## config.mk

```make
export PLATFORM = sky130hd
export DESIGN_NAME = delay_scheduler_flat
export DESIGN_NICKNAME = d
export VERILOG_FILES = /design/src/rtl/delay_scheduler_if.sv /design/src/rtl/delay_scheduler.sv /design/src/flat_wrapper.sv
export SDC_FILE = /design/constraint.sdc
export NUM_CORES = 1
export LEC_CHECK = 0
export ABC_AREA = 1
export CORE_MARGIN = 3
export CORE_UTILIZATION = 55
export CTS_CLUSTER_DIAMETER = 200
export DETAILED_ROUTE_END_ITERATION = 10
export PLACE_DENSITY = 0.77
export SLEW_MARGIN = 20
export SYNTH_ARGS = -nofsm -noshare
export SYNTH_HDL_FRONTEND = slang
export SYNTH_SLANG_ARGS = --single-unit
```

## constraint.sdc

```tcl
create_clock -name CLOCK_50 -period 3.8 [get_ports CLOCK_50]
set_input_delay 0.76 -clock CLOCK_50 [delete_from_list [all_inputs] [get_ports CLOCK_50]]
set_output_delay 0.76 -clock CLOCK_50 [all_outputs]
set_load 0.02 [all_outputs]
```

## src/rtl/delay_scheduler_if.sv

```systemverilog
// Request/grant bundle between delay clients and the shared delay engine.
// The abort lines exist only when DELAY_SCHED_ABORT_EN is defined.
interface delay_scheduler_if #(
    parameter int N_REQ = 4,
    parameter int LEN_W = 8
);
    logic [N_REQ-1:0]       req;
    logic [N_REQ*LEN_W-1:0] len;
    logic [N_REQ-1:0]       grant;
    logic [N_REQ-1:0]       done;
    logic                   tick;
    logic                   busy;
`ifdef DELAY_SCHED_ABORT_EN
    logic [N_REQ-1:0]       abort;

    modport master (output req, len, abort, input grant, done, tick, busy);
    modport slave  (input req, len, abort, output grant, done, tick, busy);
`else
    modport master (output req, len, input grant, done, tick, busy);
    modport slave  (input req, len, output grant, done, tick, busy);
`endif
endinterface

```

## src/rtl/delay_scheduler.sv

```systemverilog
// Shared round-robin delay engine: one prescaler and tick counter serve all clients.
// Optional per-channel cancel is enabled by defining DELAY_SCHED_ABORT_EN.
module delay_scheduler #(
    parameter int N_REQ       = 4,
    parameter int TICK_CYCLES = 12_500_000,
    parameter int LEN_W       = 8
) (
    input logic              CLOCK_50,
    input logic              aclr,
    delay_scheduler_if.slave bus
);
    localparam int PRE_W = $clog2(TICK_CYCLES);
    localparam int IDX_W = $clog2(N_REQ);

    typedef enum logic [1:0] {IDLE, RUN, DONE} state_e;

    state_e             state_q, state_d;
    logic [N_REQ-1:0]   pending_q, pending_d;
    logic [N_REQ-1:0]   grant_q, grant_d;
    logic [N_REQ-1:0]   done_q, done_d;
    logic               tick_q, tick_d;
    logic               busy_q, busy_d;
    logic [IDX_W-1:0]   last_served_q, last_served_d;
    logic [PRE_W-1:0]   prescaler_q, prescaler_d;
    logic [LEN_W-1:0]   remaining_q, remaining_d;
    logic [LEN_W-1:0]   len_q [N_REQ];
    logic [LEN_W-1:0]   len_d [N_REQ];

    logic [N_REQ-1:0]   accept, cand, abort_idle, abort_run;
    logic               found;
    logic [IDX_W-1:0]   winner;

    function automatic logic [IDX_W-1:0] rr_idx(input logic [IDX_W-1:0] base, input int off);
        int s;
        s = int'(base) + off;
        if (s >= N_REQ) s = s - N_REQ;
        return IDX_W'(s);
    endfunction

    // An abort on a waiting channel beats a same-cycle req; on the running channel it ends the run.
    always_comb begin
`ifdef DELAY_SCHED_ABORT_EN
        abort_idle = bus.abort & ~grant_q;
        abort_run  = bus.abort & grant_q;
`else
        abort_idle = '0;
        abort_run  = '0;
`endif
        accept = bus.req & ~pending_q & ~abort_idle;
        cand   = pending_q & ~abort_idle;
    end

    always_comb begin
        found  = 1'b0;
        winner = last_served_q;
        for (int off = 1; off <= N_REQ; off++) begin
            if (!found && cand[rr_idx(last_served_q, off)]) begin
                found  = 1'b1;
                winner = rr_idx(last_served_q, off);
            end
        end
    end

    always_comb begin
        state_d       = state_q;
        pending_d     = (pending_q | accept) & ~abort_idle;
        len_d         = len_q;
        grant_d       = grant_q;
        done_d        = '0;
        tick_d        = 1'b0;
        last_served_d = last_served_q;
        prescaler_d   = prescaler_q;
        remaining_d   = remaining_q;

        for (int i = 0; i < N_REQ; i++) begin
            if (accept[i]) len_d[i] = bus.len[i*LEN_W +: LEN_W];
        end

        case (state_q)
            IDLE: begin
                if (found) begin
                    pending_d[winner] = 1'b0;
                    last_served_d     = winner;
                    remaining_d       = len_q[winner];
                    prescaler_d       = '0;
                    if (len_q[winner] != '0) begin
                        grant_d = N_REQ'(1) << winner;
                        state_d = RUN;
                    end else begin
                        state_d = DONE;
                    end
                end
            end
            RUN: begin
                if (abort_run != '0) begin
                    grant_d = '0;
                    done_d  = grant_q;
                    state_d = DONE;
                end else if (prescaler_q == PRE_W'(TICK_CYCLES - 1)) begin
                    prescaler_d = '0;
                    tick_d      = 1'b1;
                    remaining_d = remaining_q - LEN_W'(1);
                    if (remaining_q == LEN_W'(1)) begin
                        grant_d = '0;
                        done_d  = grant_q;
                        state_d = DONE;
                    end
                end else begin
                    prescaler_d = prescaler_q + PRE_W'(1);
                end
            end
            DONE: begin
                // Arriving here from IDLE (zero length) the pulse has not been issued yet.
                if (done_q == '0) begin
                    done_d = N_REQ'(1) << last_served_q;
                end else begin
                    state_d = IDLE;
                end
            end
            default: state_d = IDLE;
        endcase

        busy_d = (state_d != IDLE);
    end

    always_ff @(posedge CLOCK_50 or negedge aclr) begin
        if (!aclr) begin
            state_q       <= IDLE;
            pending_q     <= '0;
            grant_q       <= '0;
            done_q        <= '0;
            tick_q        <= 1'b0;
            busy_q        <= 1'b0;
            last_served_q <= IDX_W'(N_REQ - 1);
            prescaler_q   <= '0;
            remaining_q   <= '0;
            for (int i = 0; i < N_REQ; i++) len_q[i] <= '0;
        end else begin
            state_q       <= state_d;
            pending_q     <= pending_d;
            grant_q       <= grant_d;
            done_q        <= done_d;
            tick_q        <= tick_d;
            busy_q        <= busy_d;
            last_served_q <= last_served_d;
            prescaler_q   <= prescaler_d;
            remaining_q   <= remaining_d;
            len_q         <= len_d;
        end
    end

    assign bus.grant = grant_q;
    assign bus.done  = done_q;
    assign bus.tick  = tick_q;
    assign bus.busy  = busy_q;
endmodule

```

## src/flat_wrapper.sv

```systemverilog
// flat-port wrapper written by rule: the top's interface ports become plain ports
module delay_scheduler_flat 
#(
    parameter int N_REQ       = 4,
    parameter int TICK_CYCLES = 12_500_000,
    parameter int LEN_W       = 8
)
  (CLOCK_50, aclr, bus_req, bus_len, bus_grant, bus_done, bus_tick, bus_busy);
  delay_scheduler_if #(.N_REQ(N_REQ), .LEN_W(LEN_W)) bus_i ();
  input logic CLOCK_50;
  input logic aclr;
  input wire logic [$bits(bus_i.req)-1:0] bus_req;
  input wire logic [$bits(bus_i.len)-1:0] bus_len;
  output wire logic [$bits(bus_i.grant)-1:0] bus_grant;
  output wire logic [$bits(bus_i.done)-1:0] bus_done;
  output wire logic [$bits(bus_i.tick)-1:0] bus_tick;
  output wire logic [$bits(bus_i.busy)-1:0] bus_busy;
  assign bus_i.req = bus_req;
  assign bus_i.len = bus_len;
  assign bus_grant = bus_i.grant;
  assign bus_done = bus_i.done;
  assign bus_tick = bus_i.tick;
  assign bus_busy = bus_i.busy;
  delay_scheduler #(.N_REQ(N_REQ), .TICK_CYCLES(TICK_CYCLES), .LEN_W(LEN_W)) u_core (.CLOCK_50(CLOCK_50), .aclr(aclr), .bus(bus_i));
endmodule
```

==> impl_metrics.py, run 1 <==
metrics = {
    "status": {
        "run_status": "completed",
    },
    "power_and_ir_drop": {
        "vdd_drop_max_mv": 0.885,
        "internal_power_mw": 2.51,
        "p_per_area_nw_per_um2": 947,
        "power_mw": 5.20,
        "leakage_nw": 2.46,
        "combinationalPowerShare_pct": 61.6,
        "p_seq_share_pct": 26.4,
        "power_frac_clock_pct": 12.1,
        "swShare_pct": 51.7,
        "switchingPower_mw": 2.69,
    },
    "grt": {
        "first_global_vias": 4002,
        "grt_pass1_wl_mm": 18.7,
        "antenna_found_initial": 0,
        "grt_overflow_total": 0,
        "grt_max_degree": 83,
        "track_usage_pct": 23.4,
    },
    "synth": {
        "synth_cell_types": 41,
        "syn_nets": 610,
        "synth_area_per_cell_um2": 8.53,
        "synthMuxAreaShare_pct": 7.53,
        "synth_area_leader_cell": "dfrtp_1",
        "ys_ff_latch": 82,
        "synth.top_cell.area_share_pct": 41.8,
        "yosysMostFrequentCell": "nand2_1",
        "synth_ff_type": "dfrtp_1",
        "synthCells": 561,
        "synth_common_cells": "nand2_1, dfrtp_1, nand3_1, inv_1, nor2_1",
        "synth-xor-area-share_pct": 1.46,
        "synth_edf_count": 0,
        "synth_compound_area_share_pct": 7.68,
        "netlist_area_um2": 4790,
        "synth-adder-area-share_pct": 2.88,
        "yosys-top-cells-area": "dfrtp_1, nand2_1, mux2_2, nand3_1, inv_1",
        "synthArstFlopShare_pct": 100,
        "synth_warnings": 0,
        "synth_top_family_by_area": "simple AND/OR/NAND/NOR gates",
        "yosysSeqAreaShare_pct": 42.9,
        "yosys.area_share.simple_pct": 30.8,
    },
    "floorplanning": {
        "die_w_um": 99.3,
        "fp.dieH_um": 99.3,
        "ioPinCount": 48,
        "core_um2": 8340,
        "die_area_um2": 9860,
        "initial_core_util_pct": 57.4,
        "rows": 33,
    },
    "timing": {
        "fin_ws_ns": 0.636,
        "fin_crit_sh_pct": 83.3,
        "clock_skew_ns": 0.00793,
        "hold_viol": 0,
        "relSlewSlack_pct": 51.3,
        "max_freq_mhz": 316,
        "finalCriticalPeriod_ns": 3.16,
        "setup-violations-final": 0,
        "rsz0062_at_grt": "no",
        "drv_slew": 0,
        "tns_ns": 0,
        "worst_pin_slew_ns": 0.730,
    },
    "worst_setup_path": {
        "path_class": "flip-flop to flip-flop",
        "cp_max_fo": 20,
        "timing.rr.start": "u_core.last_served_q[0]$_DFFE_PN1P_",
        "critPathLaunch": "u_core.last_served_q[0]$_DFFE_PN1P_",
        "rrSetupSlack_ns": 0.64,
        "crit_path_start_kind": "flip-flop",
        "setup.worst_path.end_class": "flip-flop",
        "critPathRequiredTime_ns": 4.04,
        "cp.arrival_ns": 3.40,
    },
    "clocking": {
        "cts_max_level": 3,
        "clkTransAtPathRegs_ns": 0.09,
        "clock_latency_ns": 0.36,
        "cts_tree": "built",
        "cts.sinks": 82,
        "ctsResizeCount": 0,
        "cts_root_buf": "clkbuf_8",
        "cts_buffer_depth": 2,
        "cts_made_buffers": 9,
        "ctsHoldBuffers": 0,
        "cts_setup_buffers": 0,
    },
    "routing": {
        "routed_wl_mm": 10.8,
        "ant_nets": 0,
        "drtIter0Drc": 330,
        "drc_errors": 0,
        "vias": 4047,
        "post_drt_wl_per_cell_um": 15.1,
        "firstDrtPassIters": 5,
        "vias_per_cell": 5.65,
    },
    "cells_and_area": {
        "nets": 655,
        "layout-drive-gt1-share_pct": 17.5,
        "fin_util_pct": 65.8,
        "area_growth_pct": 14.7,
        "final_cells": 716,
        "num_antenna_cells": 0,
    },
    "worst_hold_path": {
        "min_path_type": "input pin to async pin",
    },
    "placement": {
        "place.port_buffers": 47,
        "dpl.hpwl_mm": 7.94,
        "preCtsSetupSlack_ns": 0.691,
        "numPlacedInstances": 700,
        "gp_congestion": 0.927,
    },
    "run": {
        "drv_cap": 0,
    },
}
[cells in the final DEF (no fill, tap or decap), types with 3 or more instances in the layout]
master             n
nor2_4             4
o21ai_1            4
o21ai_0           21
ha_1              11
nor4_1             8
nand2_1          111
nor2_2            11
clkbuf_8           9
xor2_1             8
inv_1             53
nand4_1           10
mux2_2            32
o31ai_1            3
inv_2              5
nand3_1           58
dfrtp_1           80
clkdlybuf4s50_1   46
a21oi_1           28
clkinvlp_4         4
nand2_2           15
nand2_4            8
nor2_1            34
nand3_2            8
nor3_1            14
[cell families (layout without fill, tap and decap cells)]
logic type                 after synthesis  after routing
and+or+nand+nor                        289            289
DFF                                     82             82
buffers and inverters                   72            122
AOI/OAI and AO/OA                       67             67
muxes                                   32             32
adders and majority gates               11             11
xor gates and xnor gates                 8              8
[sequential cells by signal, summed over array words and instances, names as in the netlist]
signal                count
u_core.len_q             32
u_core.prescaler_q       24
u_core.state_q            2
u_core.remaining_q        8
u_core.bus.tick           1
u_core.bus.grant          4
u_core.bus.done           4
u_core.last_served_q      2
u_core.cand               4
u_core.bus.busy           1
[metal layers]
layer	GRT usage, %	wire [um]	share of wire (%)	up-vias
met2	36.6	5080	47	127
met4	10.1	241	2.2	0
li1	-	-	-	1966
met3	3.23	560	5.2	17
met1	32.9	4940	46	1937
met5	0	0	0	-
[worst max-delay path, cell delays in order, from the launching register on]
cell	delay, ns
dfstp_2	0.70
inv_8	0.08
ha_1	0.39
inv_2	0.13
nand3_1	0.13
nand2_4	0.13
nand3_4	0.10
nand2_2	0.07
nand2_2	0.27
nand3_1	0.19
nand2_1	0.10
nor2_2	0.19
nand2_1	0.08
nor2_1	0.10
nand2_1	0.06
nand2_1	0.07
nand2_1	0.06
nand2_1	0.09
nand2_1	0.09
[cell type report]
class	instances	area [um^2]
Clock buffer	9	124
Clock inverter	7	70.1
Fill cell	720	2850
Inverter	59	229
Multi-Input combinational cell	407	2410
Sequential cell	82	2050
Tap cell	105	131
Timing Repair Buffer	47	472
[worst paths after layout]
kind	endpoint	cells past startpoint
min in group CLOCK_50	u_core.prescaler_q[7]$_DFFE_PN0P_	1
min reg2reg	u_core.prescaler_q[7]$_DFFE_PN0P_	1
max	u_core.bus.busy$_DFF_PN0_	18
max in group asynchronous	u_core.len_q[29]$_DFFE_PN0P_	1
max reg2reg	u_core.bus.busy$_DFF_PN0_	18
min	u_core.bus.done[1]$_DFF_PN0_	1
[per-stage QoR]
step / cell area (um^2) / hold slack, ns
floorplan: 4790 / 0.455
global placement: 5290 / 0.481
detailed placement: 5290 / 0.486
CTS: 5490 / 0.497
global route: 5490 / 0.467
finish: 5490 / 0.412
[power by group through the flow]
stage | sequential (mW) | clock, mW | combinational, mW
CTS | 1.37 | 0.639 | 3.19
finish | 1.37 | 0.628 | 3.20
floorplan | 1.33 | 0 | 2.70
detailed placement | 1.38 | 0 | 3.17
global route | 1.41 | 0.674 | 3.58
global placement | 1.37 | 0 | 3.08
No activity file was read; power rests on OpenSTA's default activity.
==> run 2, diff against run 1 <==
--- a/config.mk
+++ b/config.mk
@@ -7,7 +7,7 @@
 export LEC_CHECK = 0
 export ABC_AREA = 1
 export CORE_MARGIN = 3
-export CORE_UTILIZATION = 55
+export CORE_UTILIZATION = 52
 export CTS_CLUSTER_DIAMETER = 200
 export DETAILED_ROUTE_END_ITERATION = 10
 export PLACE_DENSITY = 0.77
==> constraint.sdc (replaced) <==
create_clock -name CLOCK_50 -period 2.6 [get_ports CLOCK_50]
set_input_delay 0.52 -clock CLOCK_50 [delete_from_list [all_inputs] [get_ports CLOCK_50]]
set_output_delay 0.52 -clock CLOCK_50 [all_outputs]
set_load 0.02 [all_outputs]
==> run 2 against run 1 <==
Net effect: flip-flop and latch count stayed put; register-to-register slack worse by 0.85 ns; clock skew is 0.014 ns higher; clock-buffer cell count stayed put; final area is 14% higher; final cell count is 6.1% higher; critical endpoint unchanged; first-iteration DRC count is 34% higher; critical path type unchanged; the run now ends with negative setup slack left.
==> impl_metrics.py, run 2 (synthesis results as in run 1) <==
metrics = {
    "worst_setup_path": {
        "max_stage_delay_ns": 0.61,
        "cp_max_fo": 9,
        "cp_top_family": "simple AND/OR/NAND/NOR gates",
        "crit_path_start_kind": "flip-flop",
        "setup.worst_path.end_class": "flip-flop",
        "cp_slowest_cell": "dfstp_2",
        "cp_num_buf_inv": 2,
        "path_class": "flip-flop to flip-flop",
        "cp.arrival_ns": 3.07,
        "worst_path_most_repeated_cell": "nand2_1",
        "critPathRequiredTime_ns": 2.85,
        "path_cells": "inv_8 -> buf_4 -> nand2_2 -> nand2_1 -> nand2_1 -> nand2_2 -> nor2_4 -> nand3_4 -> nand2_8 -> nor2_4 -> nand2_1 -> nand2_2 -> nor2_4 -> nand2_1 -> nor2_1 -> nand2_1 -> nand2_1 -> nand2_1 -> nand2_2 -> nand2_2",
    },
    "clocking": {
        "cts_tree": "built",
        "ctsHoldBuffers": 0,
        "cts_root_buf": "clkbuf_8",
        "cts_made_buffers": 9,
        "cts.sinks": 82,
        "clkTransAtPathRegs_ns": 0.10,
        "cts_buffer_depth": 2,
        "clock_latency_ns": 0.37,
        "cts_max_level": 3,
    },
    "routing": {
        "drtIter0Drc": 441,
        "routed_wl_mm": 13.7,
        "ant_nets": 0,
        "vias": 4551,
        "vias_per_cell": 5.99,
        "firstDrtPassIters": 6,
        "drc_errors": 0,
        "post_drt_wl_per_cell_um": 18.0,
    },
    "floorplanning": {
        "fp.dieH_um": 102,
        "rows": 34,
        "die_area_um2": 10400,
        "initial_core_util_pct": 54.1,
        "core_um2": 8850,
        "die_w_um": 102,
        "ioPinCount": 48,
    },
    "grt": {
        "first_global_vias": 4096,
        "grt_pass1_wl_mm": 19.2,
        "grt_overflow_total": 0,
        "track_usage_pct": 23.4,
        "grt_max_degree": 37,
        "antenna_found_initial": 0,
    },
    "timing": {
        "drv_slew": 0,
        "setup-violations-final": 11,
        "fin_crit_sh_pct": 108,
        "max_freq_mhz": 355,
        "relSlewSlack_pct": 62.2,
        "clock_skew_ns": 0.0214,
        "fin_ws_ns": -0.219,
        "worst_pin_slew_ns": 0.563,
        "hold_viol": 0,
        "rsz0062_at_grt": "yes",
        "finalCriticalPeriod_ns": 2.82,
    },
    "cells_and_area": {
        "nFillCells": 639,
        "top_regs": "u_core.len_q: 32 flops, u_core.prescaler_q: 24 flops, u_core.remaining_q: 8 flops",
        "layout-drive-gt1-share_pct": 29.6,
        "nets": 696,
        "final_cell_mix": "nand2_1, dfrtp_1, inv_1",
        "final_common_cell": "nand2_1",
        "num_antenna_cells": 0,
        "fin_util_pct": 70.6,
        "area_growth_pct": 30.5,
        "largest_register_ffs": 32,
        "top_register": "u_core.len_q",
    },
    "placement": {
        "gp_congestion": 0.937,
        "dpl.hpwl_mm": 8.39,
        "place.port_buffers": 47,
    },
    "status": {
        "run_status": "complete, but fails checks",
        "violations": "negative setup slack",
    },
    "worst_hold_path": {
        "min_path_type": "input pin to async pin",
    },
    "run": {
        "drv_cap": 0,
    },
}
## run 2: changes by cell type in the layout (fill, tap and decap cells not counted), moves of 3 or more
cell	delta
buf_4	+34
nand2_1	-24
nand2_2	+17
nand2_8	+10
nand3_1	-16
nand3_2	+13
nand3_4	+3
nor2_2	-10
nor2_4	+12
## run 2: stage by stage
| step | instance area, um^2 | setup TNS, ns | std cells | worst slack (ns) | hold WS, ns |
|---|---|---|---|---|---|
| 5_1_grt | 6250 | -3.57 | 760 | -0.347 | 0.136 |
| 4_1_cts | 5790 | 0 | 746 | 0.0293 | 0.118 |
| 6_report | 6250 | -0.995 | 760 | -0.219 | 0.110 |
| 3_3_place_gp | 5480 | -0.0457 | 728 | -0.0448 | 0.478 |
| 2_1_floorplan | 4790 | 0 | 561 | 0.0184 | 0.224 |
| 3_5_place_dp | 5480 | -0.902 | 728 | -0.146 | 0.490 |
## run 2: what timing repair did
item	4_1_cts	5_1_grt
endpoints found under the setup margin	11	28
resized for setup	10	71
setup buffers	2	9
gates cloned	0	5
pin swaps	5	33
## run 2: final timing paths
path	slack (ns)	to	from	depth (start not counted)
worst max-delay path	-0.22	u_core.bus.busy$_DFF_PN0_	u_core.last_served_q[0]$_DFFE_PN1P_	20
worst min-delay path	0.11	u_core.len_q[30]$_DFFE_PN0P_	aclr	1
worst max register to register	-0.22	u_core.bus.busy$_DFF_PN0_	u_core.last_served_q[0]$_DFFE_PN1P_	20
worst min register to register	0.51	u_core.prescaler_q[7]$_DFFE_PN0P_	u_core.prescaler_q[7]$_DFFE_PN0P_	1
max in group asynchronous	1.77	u_core.last_served_q[0]$_DFFE_PN1P_	aclr	2
min in group CLOCK_50	0.51	u_core.prescaler_q[7]$_DFFE_PN0P_	u_core.prescaler_q[7]$_DFFE_PN0P_	1
## run 2: layer usage
layer | vias to the layer above | track usage [%] | part of all wire (%)
li1 | 2076 | - | -
met1 | 2160 | 32.3 | 41
met2 | 255 | 36.5 | 47
met3 | 60 | 4.23 | 7.4
met4 | 0 | 10.3 | 4.3
met5 | - | 0 | 0
## run 2: area by class of cell
type | instances | area [um^2] | share of cell area, %
clock buffer | 9 | 124 | 1.98
clock inverter | 7 | 100 | 1.60
inverter | 59 | 234 | 3.74
multi-input combinational | 412 | 2830 | 45.4
sequential | 82 | 2050 | 32.9
tap | 108 | 135 | 2.16
timing repair buffer | 83 | 767 | 12.3
## run 2: worst register-to-register path, delay by kind of cell, from the launching register on
family	cells	cell delay, ns
buffers and inverters	2	0.22
AND/OR/NAND/NOR	18	1.88
flip-flops	1	0.61
Power of run 2 is left out: the tool's default activity adds up to more than one toggle a clock period on the data nets, which glitch-free logic cannot reach.
